### src/rtl/gradient_tx_packer.sv
`timescale 1ns/1ps
`default_nettype none
// ============================================================================
//  Module   : gradient_tx_packer
//  Purpose  : Packs 32-bit gradient words into 512-bit TCP TX lines and issues
//             one session metadata word per TCP packet (splits long batches).
//  Revision : 1.0
// ============================================================================
module gradient_tx_packer #(
    parameter int WORD_BITS  = 32,
    parameter int LINE_WORDS = 16,
    parameter int MAX_LINES  = 22,
    parameter int SESS_BITS  = 16
) (
    input  logic                                clk,
    input  logic                                aresetn,
    input  logic                                s_grad_valid,
    output logic                                s_grad_ready,
    input  logic [WORD_BITS-1:0]                s_grad_data,
    input  logic                                s_grad_last,
    input  logic                                s_sess_valid,
    output logic                                s_sess_ready,
    input  logic [63:0]                         s_sess_data,
    output logic                                m_tx_meta_valid,
    input  logic                                m_tx_meta_ready,
    output logic [SESS_BITS-1:0]                m_tx_meta_data,
    output logic                                m_tx_data_valid,
    input  logic                                m_tx_data_ready,
    output logic [WORD_BITS*LINE_WORDS-1:0]     m_tx_data_data,
    output logic [WORD_BITS*LINE_WORDS/8-1:0]   m_tx_data_keep,
    output logic                                m_tx_data_last,
    output logic [31:0]                         pkt_count
);

    localparam int c_line_bits  = WORD_BITS * LINE_WORDS;
    localparam int c_keep_bits  = c_line_bits / 8;
    localparam int c_word_bytes = WORD_BITS / 8;
    localparam int c_idx_w      = (LINE_WORDS > 1) ? $clog2(LINE_WORDS) : 1;
    localparam int c_cnt_w      = (MAX_LINES > 1) ? $clog2(MAX_LINES) : 1;

    localparam logic [1:0] c_st_idle = 2'd0;
    localparam logic [1:0] c_st_meta = 2'd1;
    localparam logic [1:0] c_st_fill = 2'd2;
    localparam logic [1:0] c_st_send = 2'd3;

    logic [1:0]             r_state;
    logic [1:0]             w_state_nxt;
    logic [SESS_BITS-1:0]   r_sess;
    logic [c_cnt_w-1:0]     r_line_cnt;
    logic [c_idx_w-1:0]     r_word_idx;
    logic [c_line_bits-1:0] r_data;
    logic [c_keep_bits-1:0] r_keep;
    logic                   r_batch_end;
    logic [31:0]            r_pkt_count;

    logic w_forced;
    logic w_fill_last;
    logic w_fill_hs;
    logic w_send_hs;
    logic w_unused_sess;

    // Upper session-record bits carry nothing this block needs.
    assign w_unused_sess = ^s_sess_data[63:SESS_BITS];

    assign w_forced    = (r_line_cnt == c_cnt_w'(MAX_LINES - 1));
    assign w_fill_last = (r_word_idx == c_idx_w'(LINE_WORDS - 1)) || s_grad_last;
    assign w_fill_hs   = (r_state == c_st_fill) && s_grad_valid;
    assign w_send_hs   = (r_state == c_st_send) && m_tx_data_ready;

    // State register
    always_ff @(posedge clk) begin
        if (!aresetn) begin
            r_state <= c_st_idle;
        end else begin
            r_state <= w_state_nxt;
        end
    end

    // Next-state logic
    always_comb begin
        w_state_nxt = r_state;
        case (r_state)
            c_st_idle: if (s_sess_valid)    w_state_nxt = c_st_meta;
            c_st_meta: if (m_tx_meta_ready) w_state_nxt = c_st_fill;
            c_st_fill: if (w_fill_hs && w_fill_last) w_state_nxt = c_st_send;
            c_st_send: begin
                if (m_tx_data_ready) begin
                    if (r_batch_end)   w_state_nxt = c_st_idle;
                    else if (w_forced) w_state_nxt = c_st_meta;
                    else               w_state_nxt = c_st_fill;
                end
            end
            default: w_state_nxt = c_st_idle;
        endcase
    end

    // Output decode
    always_comb begin
        s_grad_ready    = 1'b0;
        m_tx_meta_valid = 1'b0;
        m_tx_data_valid = 1'b0;
        m_tx_data_last  = 1'b0;
        s_sess_ready    = 1'b0;
        case (r_state)
            c_st_meta: m_tx_meta_valid = 1'b1;
            c_st_fill: s_grad_ready    = 1'b1;
            c_st_send: begin
                m_tx_data_valid = 1'b1;
                m_tx_data_last  = r_batch_end || w_forced;
                // The session record is released only once its final line leaves.
                s_sess_ready    = r_batch_end && m_tx_data_ready;
            end
            default: ;
        endcase
    end

    // Datapath: session latch, line assembly and counters
    always_ff @(posedge clk) begin
        if (!aresetn) begin
            r_sess      <= '0;
            r_line_cnt  <= '0;
            r_word_idx  <= '0;
            r_data      <= '0;
            r_keep      <= '0;
            r_batch_end <= 1'b0;
            r_pkt_count <= '0;
        end else begin
            if ((r_state == c_st_idle) && s_sess_valid) begin
                r_sess     <= s_sess_data[SESS_BITS-1:0];
                r_line_cnt <= '0;
            end
            if (w_fill_hs) begin
                for (int i = 0; i < LINE_WORDS; i++) begin
                    if (r_word_idx == c_idx_w'(i)) begin
                        r_data[i*WORD_BITS +: WORD_BITS]      <= s_grad_data;
                        r_keep[i*c_word_bytes +: c_word_bytes] <= '1;
                    end
                end
                r_word_idx <= r_word_idx + 1'b1;
                if (w_fill_last) begin
                    r_batch_end <= s_grad_last;
                end
            end
            if (w_send_hs) begin
                r_word_idx  <= '0;
                r_data      <= '0;
                r_keep      <= '0;
                r_batch_end <= 1'b0;
                if (r_batch_end || w_forced) begin
                    r_line_cnt  <= '0;
                    r_pkt_count <= r_pkt_count + 32'd1;
                end else begin
                    r_line_cnt  <= r_line_cnt + 1'b1;
                end
            end
        end
    end

    assign m_tx_meta_data = r_sess;
    assign m_tx_data_data = r_data;
    assign m_tx_data_keep = r_keep;
    assign pkt_count      = r_pkt_count;

endmodule
`default_nettype wire

### config.mk
export PLATFORM = sky130hd
export DESIGN_NAME = gradient_tx_packer
export DESIGN_NICKNAME = d
export VERILOG_FILES = /design/src/rtl/gradient_tx_packer.sv
export SDC_FILE = /design/constraint.sdc
export NUM_CORES = 1
export LEC_CHECK = 0
export CELL_PAD_IN_SITES_DETAIL_PLACEMENT = 2
export CELL_PAD_IN_SITES_GLOBAL_PLACEMENT = 2
export CORE_ASPECT_RATIO = 1.4
export CORE_MARGIN = 2
export CORE_UTILIZATION = 25
export DETAILED_ROUTE_END_ITERATION = 8
export PLACE_DENSITY = 0.89
export REMOVE_ABC_BUFFERS = 1
export SLEW_MARGIN = 20
export SYNTH_ARGS = -nofsm -noshare
export SYNTH_HDL_FRONTEND = slang
export SYNTH_SLANG_ARGS = --single-unit
### constraint.sdc
create_clock -name clk -period 2.1 [get_ports clk]
set_input_delay 0.42 -clock clk [delete_from_list [all_inputs] [get_ports clk]]
set_output_delay 0.42 -clock clk [all_outputs]
set_load 0.01 [all_outputs]
==> results of run 1 <==
[power by group through the flow]
stage / clock, mW / combinational (mW) / sequential, mW
floorplan: 0 / 0.261 / 11.5
global placement: 0 / 1.27 / 11.5
detailed placement: 0 / 1.28 / 11.5
CTS: 11.9 / 1.31 / 11.2
global route: 12.3 / 1.35 / 11.2
finish: 11.7 / 1.31 / 11.2
[worst min-delay path: stages]
cell and delay (ns):
buf_2 0.19, nand2_1 0.09, a21oi_1 0.06
[per-layer routing]
metal	GRT usage (%)	up-vias	share of wire (%)
met5	0	-	0
met4	15.8	0	7.1
met3	6.81	300	6.5
met2	49.5	837	51
met1	27.2	11500	35
li1	-	10000	-
[Yosys cell counts, drive strengths merged]
cell type	n
nand4b	4
xnor2	2
inv	9
dfxtp	588
o211a	1
nand2	1077
o31a	1
or2	4
o21ai	10
nor4b	1
o2111ai	4
o31ai	13
a31oi	1
a21oi	552
nor3b	2
mux2i	5
o41ai	1
buf	63
nand4	9
o311ai	1
a311oi	3
o211ai	1
or3b	1
nand3	23
and4b	1
mux2	1
nor2b	4
nand2b	7
o21a	4
and3b	1
clkbuf	234
nor2	60
or3	9
and3	1
or4	15
a22oi	1
a41oi	2
nor4	5
nor3	6
and4	4
and2	4
xor2	5
ha	7
[cell families after synthesis]
group | count (synthesis) | share of synthesized area, %
AOI/OAI and AO/OA | 595 | 14.5
xor gates and xnor gates | 7 | 0.287
adders and majority gates | 7 | 0.411
buffers and inverters | 306 | 6.31
DFF | 588 | 55.2
muxes | 6 | 0.287
and+or+nand+nor | 1238 | 23.1
[state kept, by name (all words and copies together) (netlist names)]
register        cells
r_state             2
m_tx_data_keep     16
m_tx_meta_data     16
r_word_idx          4
r_line_cnt          5
m_tx_data_data    512
r_batch_end         1
pkt_count          32
[cell type report]
| class | count | area share, % |
|---|---|---|
| Multi-Input combinational cell | 1855 | 25.9 |
| Clock buffer | 87 | 5.49 |
| Sequential cell | 588 | 36.3 |
| Inverter | 9 | 0.104 |
| Timing Repair Buffer | 844 | 27.1 |
| Tap cell | 1088 | 4.19 |
| Clock inverter | 25 | 0.936 |
[how the worst max path moves through the flow]
stage	cells past startpoint	to	slack, ns
5_1_grt	5	m_tx_data_last	-0.12
4_1_cts	5	m_tx_data_last	-0.11
3_3_place_gp	4	s_sess_ready	-0.18
2_1_floorplan	3	m_tx_data_keep[0]	-7.25
6_report	9	pkt_count[15]	-0.11
3_5_place_dp	6	pkt_count[26]	-0.36
[through the flow]
| step | setup TNS [ns] | util [%] | std cells | setup slack [ns] | area, sq um |
|---|---|---|---|---|---|
| final | -0.243 | 38.4 | 4496 | -0.108 | 32500 |
| after detailed placement | -29.72 | 35.8 | 4372 | -0.357 | 30200 |
| after global placement | -4.20 | 35.8 | 4372 | -0.177 | 30200 |
| after global routing | -0.544 | 38.4 | 4496 | -0.121 | 32500 |
| after CTS | -0.113 | 38.3 | 4488 | -0.113 | 32300 |
| after floorplan | -3734.72 | - | 2450 | -7.25 | 20000 |
[repair_timing]
| item | CTS | global route |
|---|---|---|
| cloned | 0 | 3 |
| hold buffers | 0 | 0 |
| pin swaps | 1 | 3 |
| endpoints found under the setup margin | 66 | 36 |
| gates resized for setup | 68 | 28 |
| setup buffers | 4 | 5 |
==> metrics.cfg, run 1 <==
[global_route]
overflow=0
grt_max_degree=85
grt_pass1_wl_mm=174
grt_usage_pct=26.8
grt_pass1_vias=24800
antenna_found_initial=1

[critical_path]
path_buf_inv=4
critPathKind=reg2reg
arrival_ns=2.74
crit_slowest_cell=or3_1
reg2reg_slack_ns=-0.11
r2r-start=r_line_cnt[1]
critPathLaunch=r_line_cnt[1]
startpoint_type=flop
cpMostUsedCell=buf_4
worstReg2RegEnd=pkt_count[15]
worstPathCellList=inv_2 -> ha_4 -> and4b_2 -> buf_4 -> buf_4 -> o2111ai_4 -> buf_2 -> or3_1 -> a21oi_1
cp_top_family=simple AND/OR/NAND/NOR gates
cp_data_required_time_ns=2.63
r2r_cells=9
crit_fanout=4
cp-end-kind=flop
max_stage_delay_ns=0.34

[timing]
slew_violations=0
fin_crit_sh_pct=105
slew_headroom_pct=60.5
worstMarginPinSlew_ns=0.588
report.final.hold_viol_count=0
period_minus_slack_ns=2.21
skew_ns=0.0268
fmax_mhz=453
hold-worst-slack_ns=0.176
rsz0062_at_grt=true
setup_viol=4
fin_ws_ns=-0.108

[cts]
cts_root_buf=clkbuf_16
clk_latency_ns=0.65
numCtsBuffers=61
cts_max_level=2
cts_num_sinks=588
cts_buffer_depth=3
cts_tree=done
clkTransAtPathRegs_ns=0.07

[power_and_ir_drop]
power_density_nw_per_um2=746
finalPower_mw=24.2
p_leak_nw=11.1
vdd_drop_max_v=0.000574
internal_power_mw=18.2
swShare_pct=24.7
switchingPower_mw=5.98
clkPwrFrac_pct=48.3
seqPwrFrac_pct=46.4
power_frac_comb_pct=5.4

[yosys]
yosysWarningCount=0
syn_inst=2747
synth_top_area_share_pct=55.2
synth_top_area_cell=dfxtp_1
synth.yosys.seq_area_share_pct=55.2
synth.area.top_cells=dfxtp_1 (55%), nand2_1 (19%), a21oi_1 (13%), clkbuf_1 (4.1%), buf_4 (1.7%)
ys_seq_elements=588
synth_area_sq_um=21300
ys_types=48
synth_area_per_cell_sq_um=7.76

[route]
dr.pass1.iters=5
num_vias=22700
drt_wl_total_mm=124
ant_nets=0
vias_per_cell=5.05
drtIter0Drc=1078
drt-wirelength-per-cell_um=27.6
drc=0

[floorplanning]
dieArea_sq_um=87700
die_w_um=251
rows=126
core_area_sq_um=84500
ios=732
fp.dieH_um=350
initial_core_util_pct=25.2

[place]
io_buffers=683
hpwl_mm=80.8
gp_congestion=0.801

[worst_hold_path]
hold_class=in2reg
hp-start=s_grad_data[25]
min_path_cells=3
hold_end=m_tx_data_data[217]

[cells_and_area]
fillers=9272
diodes=0
drive_above_1_share_pct=10.2
final_nets=3469
layout_common_cells=nand2_1 (1076), clkdlybuf4s50_1 (607), dfxtp_1 (570)
area_growth_pct=52.2
multiInputGateArea_sq_um=8410
final_common_cell=nand2_1
regArea_sq_um=11800

[outcome]
status=finished, violations left
violations=setup timing

[run]
maxCapViolCount=0

No activity file was read; power rests on OpenSTA's default activity.
==> run 2: changes to the inputs <==
--- a/config.mk
+++ b/config.mk
@@ -11,6 +11,7 @@
 export CORE_MARGIN = 2
 export CORE_UTILIZATION = 25
 export DETAILED_ROUTE_END_ITERATION = 8
+export MAX_ROUTING_LAYER = met4
 export PLACE_DENSITY = 0.89
 export REMOVE_ABC_BUFFERS = 1
 export SLEW_MARGIN = 20
==> run 2 against run 1 <==
Net effect: clock-buffer cell count is the same; wire length up 0.13%; the run still ends with setup timing left; combinational power about the same; critical path type unchanged.
==> metrics.cfg, run 2 (same netlist as run 1, synthesis figures left out) <==
[outcome]
status=finished, violations left
violations=setup timing

[route]
vias_per_cell=5.05
drt-wirelength-per-cell_um=27.6
drt_wl_total_mm=124
ant_nets=0
num_vias=22700
drc=0
dr.pass1.iters=5
drtIter0Drc=1052

[place]
post_dp_cell_area_sq_um=30200
hpwl_mm=80.8
io_buffers=683
gp_congestion=0.813
dpl.cell_count=4372

[critical_path]
startpoint_type=flop
path_buf_inv=4
crit_fanout=4
cpMostUsedCell=buf_4
worstPathCellList=inv_2 -> ha_4 -> and4b_2 -> buf_4 -> buf_4 -> o2111ai_4 -> buf_2 -> or3_1 -> a21oi_1
arrival_ns=2.76
cp_data_required_time_ns=2.62
critPathKind=reg2reg
reg2reg_slack_ns=-0.14
crit_slowest_cell=a21oi_1
cp_top_family=simple AND/OR/NAND/NOR gates
cp-end-kind=flop
max_stage_delay_ns=0.35

[floorplanning]
ios=732
rows=126
fp.dieH_um=350
initial_core_util_pct=25.2
dieArea_sq_um=87700
die_w_um=251
core_area_sq_um=84500

[cells_and_area]
final_nets=3469
fillers=9272
drive_above_1_share_pct=10.2
layout_common_cells=nand2_1 (1076), clkdlybuf4s50_1 (606), dfxtp_1 (570)
final_area_sq_um=32500
area_growth_pct=52.3
regArea_sq_um=11800
instances_no_fill=4497
final_common_cell=nand2_1
largest_reg_flops=512
multiInputGateArea_sq_um=8410

[cts]
cts_num_sinks=588
clkTransAtPathRegs_ns=0.07
cts-hold-fix-buffers=0
clk_latency_ns=0.65
cts_buffer_depth=3
cts_max_level=2
cts_tree=done
numCtsBuffers=61
cts_root_buf=clkbuf_16

[timing]
setup_viol=4
fin_crit_sh_pct=106
report.final.hold_viol_count=0
rsz0062_at_grt=true
skew_ns=0.0305
fmax_mhz=447
slew_violations=0
worstMarginPinSlew_ns=0.602
slew_headroom_pct=59.9
fin_ws_ns=-0.136
finalSetupTns_ns=-0.288
period_minus_slack_ns=2.24
hold-worst-slack_ns=0.177

[global_route]
grt_pass1_vias=24800
grt_pass1_wl_mm=174
overflow=0
antenna_found_initial=2
grt_max_degree=85
grt_usage_pct=27.6

[power_and_ir_drop]
p_leak_nw=11.1
vdd_drop_max_v=0.000573
power_density_nw_per_um2=746

[worst_hold_path]
hold_class=in2reg

[run]
maxCapViolCount=0

-- run 2: repair_timing --
action,CTS,global route
pin swaps,1,3
gates resized for setup,68,29
buffers inserted,4,5
gates cloned,0,3
endpoints found under the setup margin,66,36
-- run 2: layout make-up --
class	count	area share, %
clock buffers	87	5.49
diodes	1	0.00771
inverters	9	0.104
repair buffers	844	27.1
flip-flops and latches	588	36.3
well taps	1088	4.19
clock inverters	25	0.936
multi-input cells	1855	25.9
-- run 2: metrics by stage --
step                      total power [mW]  util [%]  worst slack, ns
final                                 24.2      38.4           -0.136
after CTS                             24.4      38.3           -0.113
after floorplan                       11.8         -            -7.25
after detailed placement              12.8      35.8           -0.357
after global placement                12.7      35.8           -0.177
after global routing                  24.9      38.4           -0.121
-- run 2: worst paths after layout --
| check | start | end | cells past startpoint |
|---|---|---|---|
| worst max-delay path | r_line_cnt[1] | pkt_count[15] | 9 |
| worst min-delay path | s_grad_data[25] | m_tx_data_data[217] | 3 |
| worst max register to register | r_line_cnt[1] | pkt_count[15] | 9 |
| worst min register to register | m_tx_data_data[160] | m_tx_data_data[160] | 2 |
-- run 2: power breakdown --
part | switching (mW) | internal (mW) | total [mW]
Sequential | 0.0346 | 11.2 | 11.2
Combinational | 0.903 | 0.404 | 1.31
Clock | 5.04 | 6.64 | 11.7
-- run 2: per-layer routing --
metal / global-route usage (%) / routed length, um / vias up
li1: - / - / 10000
met1: 27.4 / 44100 / 11500
met2: 49.6 / 63700 / 837
met3: 6.70 / 7810 / 304
met4: 15.4 / 8490 / 0
met5: - / 0 / -
-- run 2: worst min-delay path, cell delays in order --
cell     delay [ns]
buf_2          0.19
nand2_1        0.09
a21oi_1        0.06
==> run 3: changes to the inputs <==
==> config.mk (replaced) <==
export PLATFORM = sky130hd
export DESIGN_NAME = gradient_tx_packer
export DESIGN_NICKNAME = d
export VERILOG_FILES = /design/src/rtl/gradient_tx_packer.sv
export SDC_FILE = /design/constraint.sdc
export NUM_CORES = 1
export LEC_CHECK = 0
export CORE_AREA = 2 2 281 283
export DETAILED_ROUTE_END_ITERATION = 8
export DIE_AREA = 0 0 283 285
export DONT_BUFFER_PORTS = 1
export MAX_ROUTING_LAYER = met4
export PLACE_DENSITY = 0.5
export REMOVE_ABC_BUFFERS = 1
export SLEW_MARGIN = 20
export SYNTH_ARGS = -nofsm -noshare
export SYNTH_HDL_FRONTEND = slang
export SYNTH_SLANG_ARGS = --single-unit
==> run 3 against run 2 <==
Net effect: the run now ends clean; die area decreased by 8.0%; sequential share of layout area rose by 9.6 points; critical path type is now reg2out; wire length is 27% lower; cell area fell by 21%; highest routed layer unchanged; largest power group unchanged; global-route usage is 5.5 points lower; fmax up 11%.
==> metrics.cfg, run 3 (same netlist as run 1, synthesis figures left out) <==
[outcome]
status=finished, final reports clean

[cts]
clkTransAtPathRegs_ns=0.06
cts_max_level=3
cts_root_buf=clkbuf_16
cts_buffer_depth=3
numCtsBuffers=68
clk_latency_ns=0.62
cts_num_sinks=588
cts_tree=done

[floorplanning]
core_area_sq_um=78000
dieArea_sq_um=80700
fp.dieH_um=285
rows=103
ios=732
initial_core_util_pct=27.4
die_w_um=283

[critical_path]
critPathKind=reg2out
cp-end-kind=output port
arrival_ns=1.59
startpoint_type=flop
cp_data_required_time_ns=1.68
crit_fanout=9

[global_route]
grt_pass1_vias=17000
overflow=0
grt_pass1_wl_mm=127
antenna_found_initial=3
grt_usage_pct=22.1
grt_max_degree=109

[timing]
period_minus_slack_ns=2.01
slew_headroom_pct=47.2
rsz0062_at_grt=false
fin_ws_ns=0.0906
slew_violations=0
setup_viol=0
fmax_mhz=498
fin_crit_sh_pct=95.7
skew_ns=0.0324
worstMarginPinSlew_ns=0.792
report.final.hold_viol_count=0

[power_and_ir_drop]
vdd_drop_max_v=0.000609
finalPower_mw=24.3
power_density_nw_per_um2=946
p_leak_nw=8.28

[cells_and_area]
layout_common_cells=nand2_1 (1076), dfxtp_1 (585), a21oi_1 (552)
drive_above_1_share_pct=9.61
final_nets=2768
largest_reg_flops=512
final_area_sq_um=25600
final_common_cell=nand2_1
instances_no_fill=3756
diodes=0
area_growth_pct=20.2
fin_util_pct=32.9

[route]
drt-wirelength-per-cell_um=24.1
drt_wl_total_mm=90.4
drc=0
ant_nets=0
dr.pass1.iters=5
num_vias=18300
drtIter0Drc=1512
vias_per_cell=4.88

[place]
gp_congestion=0.773
post_dp_cell_area_sq_um=22600
io_buffers=0
post-place-ws_ns=0.103
dpl.cell_count=3587
hpwl_mm=55.1

[worst_hold_path]
hold_class=in2reg

[run]
maxCapViolCount=0

-- run 3: area by class of cell --
class	instances	area, sq um
fillers	8141	52300
flip-flops and latches	588	11800
multi-input cells	1853	8330
repair buffers	138	1950
clock buffers	95	1940
well taps	1050	1310
clock inverters	23	292
inverters	9	33.8
-- run 3: final timing paths --
check / startpoint / endpoint / slack (ns) / cells after the start
max: r_state[0] / m_tx_data_last / 0.09 / 3
min: s_sess_data[14] / m_tx_meta_data[14] / 0.05 / 2
max reg2reg: r_line_cnt[1] / pkt_count[14] / 0.11 / 8
min reg2reg: r_line_cnt[4] / r_line_cnt[4] / 0.49 / 1
-- run 3: layer usage --
layer | up-vias | GRT usage (%) | part of all wire [%]
li1 | 8655 | - | -
met1 | 8659 | 26.3 | 40
met2 | 820 | 34.6 | 47
met3 | 177 | 6.88 | 9.8
met4 | 0 | 9.26 | 3.8
met5 | - | - | 0
-- run 3: power breakdown --
part	internal (mW)	total (mW)	switching, mW
sequential	11.2	11.3	0.0622
combinational	0.278	1.03	0.757
clock	6.91	12.0	5.06
total	18.4	24.3	5.88
-- run 3: critical path, stage by stage (launching register included) --
cell and delay [ns]:
dfxtp_4 0.40, buf_4 0.18, and2_2 0.21, o21a_1 0.21
-- run 3: timing repair --
| item | in CTS | in global routing |
|---|---|---|
| hold buffers | 49 | 0 |
| setup buffers | 2 | 1 |
| setup endpoints to repair | 3 | 8 |
| hold endpoints to repair | 536 | 0 |
| gates resized for setup | 5 | 2 |
-- run 3: metrics by stage --
| stage | TNS, ns | hold slack [ns] |
|---|---|---|
| after CTS | 0 | 0.0258 |
| final | 0 | 0.0536 |
| after detailed placement | 0 | 0.477 |
| after global routing | 0 | 0.0277 |
| after global placement | 0 | 0.483 |
| after floorplan | -3734.72 | 0.443 |
==> variant (flow settings as in run 1) <==
The parameter `SESS_BITS` goes from 16 to 14.
--- a/src/rtl/gradient_tx_packer.sv
+++ b/src/rtl/gradient_tx_packer.sv
@@ -11,5 +11,5 @@
     parameter int LINE_WORDS = 16,
     parameter int MAX_LINES  = 22,
-    parameter int SESS_BITS  = 16
+    parameter int SESS_BITS  = 14
 ) (
     input  logic                                clk,
Ports: changed (resized m_tx_meta_data); port bits go from 732 to 730. The function was not compared with the original's and may differ.
==> variant against run 1 <==
Highest routed layer unchanged. The run still ends with negative setup slack left. Worst setup slack gained 0.032 ns. Routed wire length shrank 1.1%. Synthesized area shrank 0.37%. Largest cell class unchanged. First-iteration DRC count grew 13%. Critical path type is now reg2out. Non-clock buffer count grew 7. Hold slack gained 0.025 ns. Final area grew 0.29%. Total power grew 0.93%. Sequential cell count shrank 2. Synthesized cell count shrank 0.11%.
==> variant: results (changes against run 1) <==
metric;value;unit;change
violations;negative setup slack;;
synthMuxAreaShare;0.236;%;-0.052 points
m1WireLength;44300;um;+1.6%
io_buffers;679;;-0.59%
wl_per_cell;27.2;um;-1.3%
layout-drive-gt1-share;11.0;%;+0.78 points
final_nets;3472;;+0.086%
fillCellCount;9298;;+0.28%
synthTopCellsByCount;nand2_1, dfxtp_1, a21oi_1;;
slew_headroom;46.1;%;-14 points
gp_congestion;0.827;;+3.3%
worstHoldPathType;in2reg;;
yosysSeqAreaShare;55.2;%;about the same
setup-tns-final;-0.113;ns;+0.130 ns
grt_pass1_wl;172000;um;-0.97%
vdd_drop_max;522;uV;-9.0%
antenna_found_initial;2;;+1
wl_met2;61800;um;-2.6%
wl_met3;8290;um;+3.3%
cp_top_family;flip-flops;;
synth_fa_ha_area_share;0.412;%;+0.0015 points
drt_iter0_drc;1213;;+13%
clk_latency;0.65;ns;about the same
highest_layer;met4;;
synthXorXnorAreaFrac;0.289;%;+0.0011 points
cp_max_fo;2;;-2
dpl_cell_area;30200;um2;-0.18%
synthTopCellsByArea;dfxtp_1, nand2_1, a21oi_1;;
cts-root-buf;clkbuf_16;;
numCtsBuffers;61;;unchanged
grt_max_degree;49;;-42%
dp_hpwl;80600;um;-0.29%
gr-total-overflow;0;;unchanged
slowest_stage;dfxtp_2;;
async_flop_share;0;%;unchanged
post_synth_num_cell_types;44;;-8.3%
setup_viol;2;;-2
setup_slack;-0.0762;ns;+0.0317 ns
largest_register_ffs;512;;unchanged
grt_pass1_vias;24700;;-0.39%
clock_skew;0.0193;ns;-0.00750 ns
arrival;1.76;ns;-0.98 ns
vias;22700;;-0.097%
track_usage;26.7;%;-0.14 points
status;finished with violations;;
synth_compound_area_share;14.4;%;-0.082 points
p_leak;11.1;nW;+0.61%
variant: report_power, final:
group,internal (mW),switching [mW],total (mW)
registers,11.2,0.0318,11.2
clock network,6.87,5.07,11.9
logic,0.407,0.907,1.31
variant: logic make-up after synthesis:
| family | count (synthesis) |
|---|---|
| adders and majority gates | 7 |
| AOI/OAI and AO/OA | 594 |
| buffers and inverters | 306 |
| and+or+nand+nor | 1239 |
| muxes | 5 |
| DFF | 586 |
| xor gates and xnor gates | 7 |
variant: final cells by class:
type / count / area [um2] / area share (%)
multi-input combinational: 1852 / 8390 / 25.7
inverter: 10 / 37.5 / 0.115
antenna: 2 / 5.00 / 0.0154
sequential: 586 / 11800 / 36.1
timing repair buffer: 851 / 8860 / 27.2
tap: 1088 / 1360 / 4.18
clock buffer: 86 / 1770 / 5.44
clock inverter: 27 / 385 / 1.18
variant: what timing repair did:
| action | in CTS | in global routing |
|---|---|---|
| resized for setup | 69 | 38 |
| endpoints found under the setup margin | 60 | 83 |
| cloned | 0 | 2 |
| pin swaps | 3 | 5 |
| buffers inserted | 6 | 5 |
| hold buffers | 0 | 0 |
variant: path summary, 6_finish.rpt:
kind,startpoint,end,slack (ns),cells past startpoint
worst min-delay path,s_grad_data[4],m_tx_data_data[132]$_SDFFE_PP0P_,0.20,3
worst max register to register,r_line_cnt[1]$_SDFFE_PN0P_,pkt_count[6]$_SDFFE_PN0P_,-0.04,9
worst min register to register,m_tx_data_data[147]$_SDFFE_PP0P_,m_tx_data_data[147]$_SDFFE_PP0P_,0.46,2
worst max-delay path,r_line_cnt[1]$_SDFFE_PN0P_,m_tx_data_last,-0.08,5
variant: stage by stage:
step | power, mW | instances | util (%) | hold slack [ns] | setup WS (ns)
finish | 24.4 | 4502 | 38.6 | 0.201 | -0.0762
global route | 25.1 | 4500 | 38.6 | 0.184 | -0.117
CTS | 24.6 | 4493 | 38.4 | 0.159 | -0.124
detailed placement | 12.7 | 4375 | 35.8 | 0.447 | -0.301
global placement | 12.7 | 4375 | 35.8 | 0.440 | -0.222
floorplan | 11.7 | 2448 | - | 0.467 | -7.24
variant: per-layer routing:
metal	global-route usage, %	up-vias
met5	0	-
met4	15.3	0
met3	7.14	315
met2	48.4	855
met1	27.6	11500
li1	-	10000
variant: worst register-to-register path, delay by kind of cell, from the launching register on:
| family | cells | cell delay [ns] |
|---|---|---|
| buffers and inverters | 4 | 0.65 |
| AOI/OAI and AO/OA | 3 | 0.63 |
| and+or+nand+nor | 1 | 0.27 |
| adders and majority gates | 1 | 0.12 |
| DFF | 1 | 0.33 |
